**config.mk**
```make
export PLATFORM = sky130hd
export DESIGN_NAME = inst_queue
export DESIGN_NICKNAME = d
export VERILOG_FILES = /design/src/rtl/inst_queue_pkg.sv /design/src/rtl/ifq_sat_counter.sv /design/src/rtl/inst_queue.sv
export SDC_FILE = /design/constraint.sdc
export NUM_CORES = 1
export LEC_CHECK = 0
export CAP_MARGIN = 20
export CORE_MARGIN = 2
export CORE_UTILIZATION = 40
export CTS_BUF_LIST = sky130_fd_sc_hd__clkbuf_8
export DETAILED_ROUTE_END_ITERATION = 10
export SLEW_MARGIN = 20
export SYNTH_ARGS = -nofsm -noshare
export SYNTH_HDL_FRONTEND = slang
export SYNTH_SLANG_ARGS = --single-unit
```
**constraint.sdc**
```tcl
create_clock -name clock -period 8.32 [get_ports clock]
set_input_delay 2.496 -clock clock [delete_from_list [all_inputs] [get_ports clock]]
set_output_delay 2.496 -clock clock [all_outputs]
set_load 0.01 [all_outputs]
```
**src/rtl/inst_queue_pkg.sv**
```systemverilog
// Shared constants and helper types for the fetch-to-decode instruction queue.
package inst_queue_pkg;

  localparam int unsigned ISA_WIDTH  = 32;
  localparam logic [31:0] NOP_INST   = 32'h0000_0000;
  localparam int unsigned IFQ_DEPTH  = 4;
  localparam int unsigned PERF_WIDTH = 16;

  typedef enum logic [1:0] {
    Q_IDLE,
    Q_PUSH,
    Q_POP,
    Q_BOTH
  } q_op_e;

  function automatic q_op_e classify_op(input logic push, input logic pop);
    unique case ({push, pop})
      2'b10:   classify_op = Q_PUSH;
      2'b01:   classify_op = Q_POP;
      2'b11:   classify_op = Q_BOTH;
      default: classify_op = Q_IDLE;
    endcase
  endfunction

endpackage

```
**src/rtl/ifq_sat_counter.sv**
```systemverilog
// 16-bit event counter that sticks at all-ones; cleared only by reset.
module ifq_sat_counter
  import inst_queue_pkg::*;
(
  input  logic                  clock,
  input  logic                  reset,
  input  logic                  inc,
  output logic [PERF_WIDTH-1:0] value
);

  always_ff @(posedge clock) begin
    if (reset) begin
      value <= '0;
    end else if (inc && (value != '1)) begin
      value <= value + 1'b1;
    end
  end

endmodule

```
**src/rtl/inst_queue.sv**
```systemverilog
// Circular instruction queue between fetch and decode; flush drops all entries.
// Perf counters are built only when IFQ_PERF_COUNT_EN is defined.
module inst_queue
  import inst_queue_pkg::*;
#(
  parameter int unsigned DEPTH = IFQ_DEPTH,
  parameter int unsigned WIDTH = ISA_WIDTH
) (
  input  logic                     clock,
  input  logic                     reset,
  input  logic                     in_valid,
  output logic                     in_ready,
  input  logic [WIDTH-1:0]         in_inst,
  input  logic [WIDTH-1:0]         in_link,
  output logic                     out_valid,
  input  logic                     out_ready,
  output logic [WIDTH-1:0]         out_inst,
  output logic [WIDTH-1:0]         out_link,
  input  logic                     flush,
  output logic [$clog2(DEPTH):0]   count,
  output logic [PERF_WIDTH-1:0]    stall_cycles,
  output logic [PERF_WIDTH-1:0]    flush_events
);

  localparam int unsigned PTR_W = $clog2(DEPTH);
  localparam int unsigned CNT_W = PTR_W + 1;
  localparam logic [CNT_W-1:0] DEPTH_C = CNT_W'(DEPTH);

  logic [2*WIDTH-1:0] mem [DEPTH];
  logic [2*WIDTH-1:0] head;

  logic [PTR_W-1:0] rd_ptr, wr_ptr, rd_next, wr_next;
  logic [CNT_W-1:0] count_q, count_next;
  logic             push, pop;
  q_op_e            op;

  // Ready and valid come from registered occupancy only, so a pop on a full
  // queue never opens a slot in the same cycle.
  assign in_ready  = (count_q < DEPTH_C);
  assign out_valid = (count_q != '0);
  assign push      = in_valid & in_ready;
  assign pop       = out_valid & out_ready;
  assign count     = count_q;

  always_comb begin
    op         = classify_op(push, pop);
    rd_next    = rd_ptr;
    wr_next    = wr_ptr;
    count_next = count_q;
    if (flush) begin
      rd_next    = '0;
      wr_next    = '0;
      count_next = '0;
    end else begin
      unique case (op)
        Q_PUSH: begin
          wr_next    = wr_ptr + 1'b1;
          count_next = count_q + 1'b1;
        end
        Q_POP: begin
          rd_next    = rd_ptr + 1'b1;
          count_next = count_q - 1'b1;
        end
        Q_BOTH: begin
          wr_next = wr_ptr + 1'b1;
          rd_next = rd_ptr + 1'b1;
        end
        default: ;
      endcase
    end
  end

  always_ff @(posedge clock) begin
    if (reset) begin
      rd_ptr  <= '0;
      wr_ptr  <= '0;
      count_q <= '0;
    end else begin
      rd_ptr  <= rd_next;
      wr_ptr  <= wr_next;
      count_q <= count_next;
    end
  end

  // Storage is deliberately left uninitialised; outputs are masked instead.
  always_ff @(posedge clock) begin
    if (push && !flush && !reset) begin
      mem[wr_ptr] <= {in_link, in_inst};
    end
  end

  assign head = mem[rd_ptr];

  always_comb begin
    out_inst = WIDTH'(NOP_INST);
    out_link = '0;
    if (out_valid) begin
      out_inst = head[WIDTH-1:0];
      out_link = head[2*WIDTH-1:WIDTH];
    end
  end

`ifdef IFQ_PERF_COUNT_EN
  ifq_sat_counter u_stall_cnt (
    .clock (clock),
    .reset (reset),
    .inc   (in_valid & ~in_ready),
    .value (stall_cycles)
  );

  ifq_sat_counter u_flush_cnt (
    .clock (clock),
    .reset (reset),
    .inc   (flush),
    .value (flush_events)
  );
`else
  assign stall_cycles = '0;
  assign flush_events = '0;
`endif

endmodule

```
==> results.json <==
{
  "ios": 170,
  "synth_seq_cells": 265,
  "fin_crit_sh_pct": 68.7,
  "syn2layout_area_growth_pct": 21.6,
  "routed_wl_mm": 18.9,
  "p_per_area_nw_per_um2": 205,
  "setup.worst_path.start_class": "flip-flop",
  "crit_buf_inv": 2,
  "numClockSinks": 265,
  "grt_usage_pct": 14.0,
  "wl_per_cell_um": 18.6,
  "worst_pin_slew_ns": 1.03,
  "p_leak_nw": 4.12,
  "hold_path_end": "rd_ptr[0]",
  "crit_slowest_cell": "dfxtp_4",
  "worstPathRequired_ns": 5.82,
  "r2r_cells": 2,
  "cts_tree": "done",
  "hold_depth": 2,
  "gp_congestion": 0.700,
  "final_common_cell": "edfxtp_1",
  "postSynthCellCount": 491,
  "cts_root_buffer": "clkbuf_8",
  "drtPass1Iterations": 5,
  "yosys_warnings": 0,
  "r2r_end": "mem[0][45]",
  "n_antenna_cell": 0,
  "setup_viol": 0,
  "die_w_um": 166,
  "maxSlewViolCount": 0,
  "fin_skew_ns": 0.0168,
  "grt-ovfl-total": 0,
  "rrSetupSlack_ns": 6.03,
  "holdWs_ns": 0.539,
  "critPathKind": "flip-flop to output pin",
  "start_util_pct": 40.4,
  "worstHoldStart": "rd_ptr[0]",
  "finalSetupTns_ns": 0,
  "via_count": 4932,
  "via_per_inst": 4.85,
  "floorplan.rows": 59,
  "fp.dieH_um": 166,
  "finalHoldViolCount": 0,
  "syn_area_um2": 10400,
  "path_cells": "buf_4, mux4_1, and2_1, clkdlybuf4s50_1",
  "nNetsFinal": 726,
  "cts_setup_buffers": 0,
  "worstSetupEndpointType": "output pin",
  "io_buffers": 137,
  "hold_buffers": 0,
  "drt_iter0_markers": 250,
  "grt_max_degree": 66,
  "rsz0062_at_grt": "no",
  "route.detailed.drc": 0,
  "crit_family": "buffers and inverters",
  "dp_hpwl_mm": 10.4,
  "synth.yosys.seq_area_share_pct": 75.3,
  "hold_class": "flip-flop to flip-flop",
  "final_cell_mix": "256 x edfxtp_1, 137 x clkdlybuf4s50_1, 64 x and2_1",
  "grt_antenna_before_repair": 1,
  "clkTransAtPathRegs_ns": 0.06,
  "cp_max_fo": 37,
  "p_total_mw": 2.61,
  "max_freq_ghz": 0.175,
  "drtAntennaViolNets": 0,
  "timing.max_cap.violations": 0,
  "clk_latency_ns": 0.52,
  "cp.arrival_ns": 3.22,
  "run_status": "complete, no violations",
  "drive_above_1_share_pct": 17.4,
  "clk_path_buf_depth": 3,
  "cts_buffers": 43,
  "max_slew_margin_pct": 31.2,
  "max_stage_delay_ns": 0.81,
  "vdd_drop_max_uv": 104,
  "ys_types": 29,
  "min_period_ns": 5.72,
  "grt_pass1_vias": 5498,
  "grt_pass1_wl_mm": 30.0,
  "die-area_um2": 27400,
  "fin_util_pct": 49.2,
  "ctsResizeCount": 0,
  "coreArea_um2": 25800,
  "h-tree-depth": 2,
  "synth_area_per_cell_um2": 21.3,
  "rr_startpoint": "count[2]"
}
-- worst max-delay path by stage --
stage | cells after the start | to | slack (ns)
2_1_floorplan | 3 | mem[0][0] | 3.47
3_3_place_gp | 4 | out_inst[31] | 2.94
4_1_cts | 4 | out_link[31] | 2.40
3_5_place_dp | 4 | out_link[31] | 2.97
6_report | 4 | out_link[31] | 2.60
5_1_grt | 4 | out_link[31] | 2.27
-- cells in the mapped netlist --
cell type  count  area, µm²
nand3_1        1       5.00
buf_4         32        240
dfxtp_1        9        180
o21ai_0        1       5.00
buf_6          1       11.3
clkbuf_2       1       5.00
mux4_2        60       1350
nor2b_1        1       6.26
edfxtp_1     256       7690
and2_1        64        400
nor2_1         9       33.8
buf_12         6        120
clkbuf_1       9       33.8
or3_1          1       6.26
mux2i_1        1       10.0
o311ai_0       1       8.76
mux4_1         4        105
o31ai_1        1       7.51
inv_2          1       3.75
xor2_1         4       35.0
ha_1           5       62.6
or2_2          1       6.26
a21oi_1        2       10.0
inv_1          7       26.3
buf_2          6       30.0
conb_1         1       3.75
xnor2_1        1       8.76
fa_1           1       20.0
and3_1         4       25.0
-- tightest hold or removal path, cell delays in order, from the launching register on --
cell     delay, ns
dfxtp_1       0.34
xor2_1        0.08
nor2_1        0.08
-- through the flow --
step           setup WS, ns  instances  instance area (µm²)
4_1_cts                2.40       1017                12700
3_3_place_gp           2.94        941                12000
6_report               2.60       1017                12700
5_1_grt                2.27       1017                12700
2_1_floorplan          3.47        522                10600
3_5_place_dp           2.97        941                12000
-- report_power, final --
part	internal, mW	switching, mW
registers	1.48	0.00680
logic	0.0899	0.0752
clock network	0.497	0.458
-- state kept, by name, indices dropped and copies added, names as in the netlist, named ones only --
name / flops
count: 3
mem: 256
rd_ptr: 2
wr_ptr: 2
-- final cells by class --
class / count / area, µm²
tap: 335 / 419
sequential: 265 / 7880
timing repair buffer: 139 / 1390
inverter: 8 / 30.0
multi-input combinational: 194 / 2250
clock inverter: 31 / 120
clock buffer: 45 / 619
fill: 2139 / 13100
-- cell families (layout without fill, tap and decap cells) --
| group | count (synthesis) | in the layout | share of synthesized area, % |
|---|---|---|---|
| AO/OA/AOI/OAI | 5 | 5 | 0.299 |
| multiplexers | 65 | 65 | 14.0 |
| XOR/XNOR | 5 | 5 | 0.419 |
| adder cells (fa/ha/maj) | 6 | 6 | 0.790 |
| other | 1 | 32 | 0.0359 |
| buffers and inverters | 63 | 223 | 4.50 |
| flip-flops | 265 | 265 | 75.3 |
| AND/OR/NAND/NOR | 81 | 81 | 4.62 |
-- per-layer routing --
layer  vias to the layer above  global-route usage (%)  part of all wire (%)
met1                      2505                    17.8                    42
met5                         -                       0                 0.069
li1                       2214                       -                     -
met3                        42                    4.35                   6.8
met2                       169                    23.1                    49
met4                         2                    4.39                   2.1
Note: power is estimated with default switching activity, not from simulation.
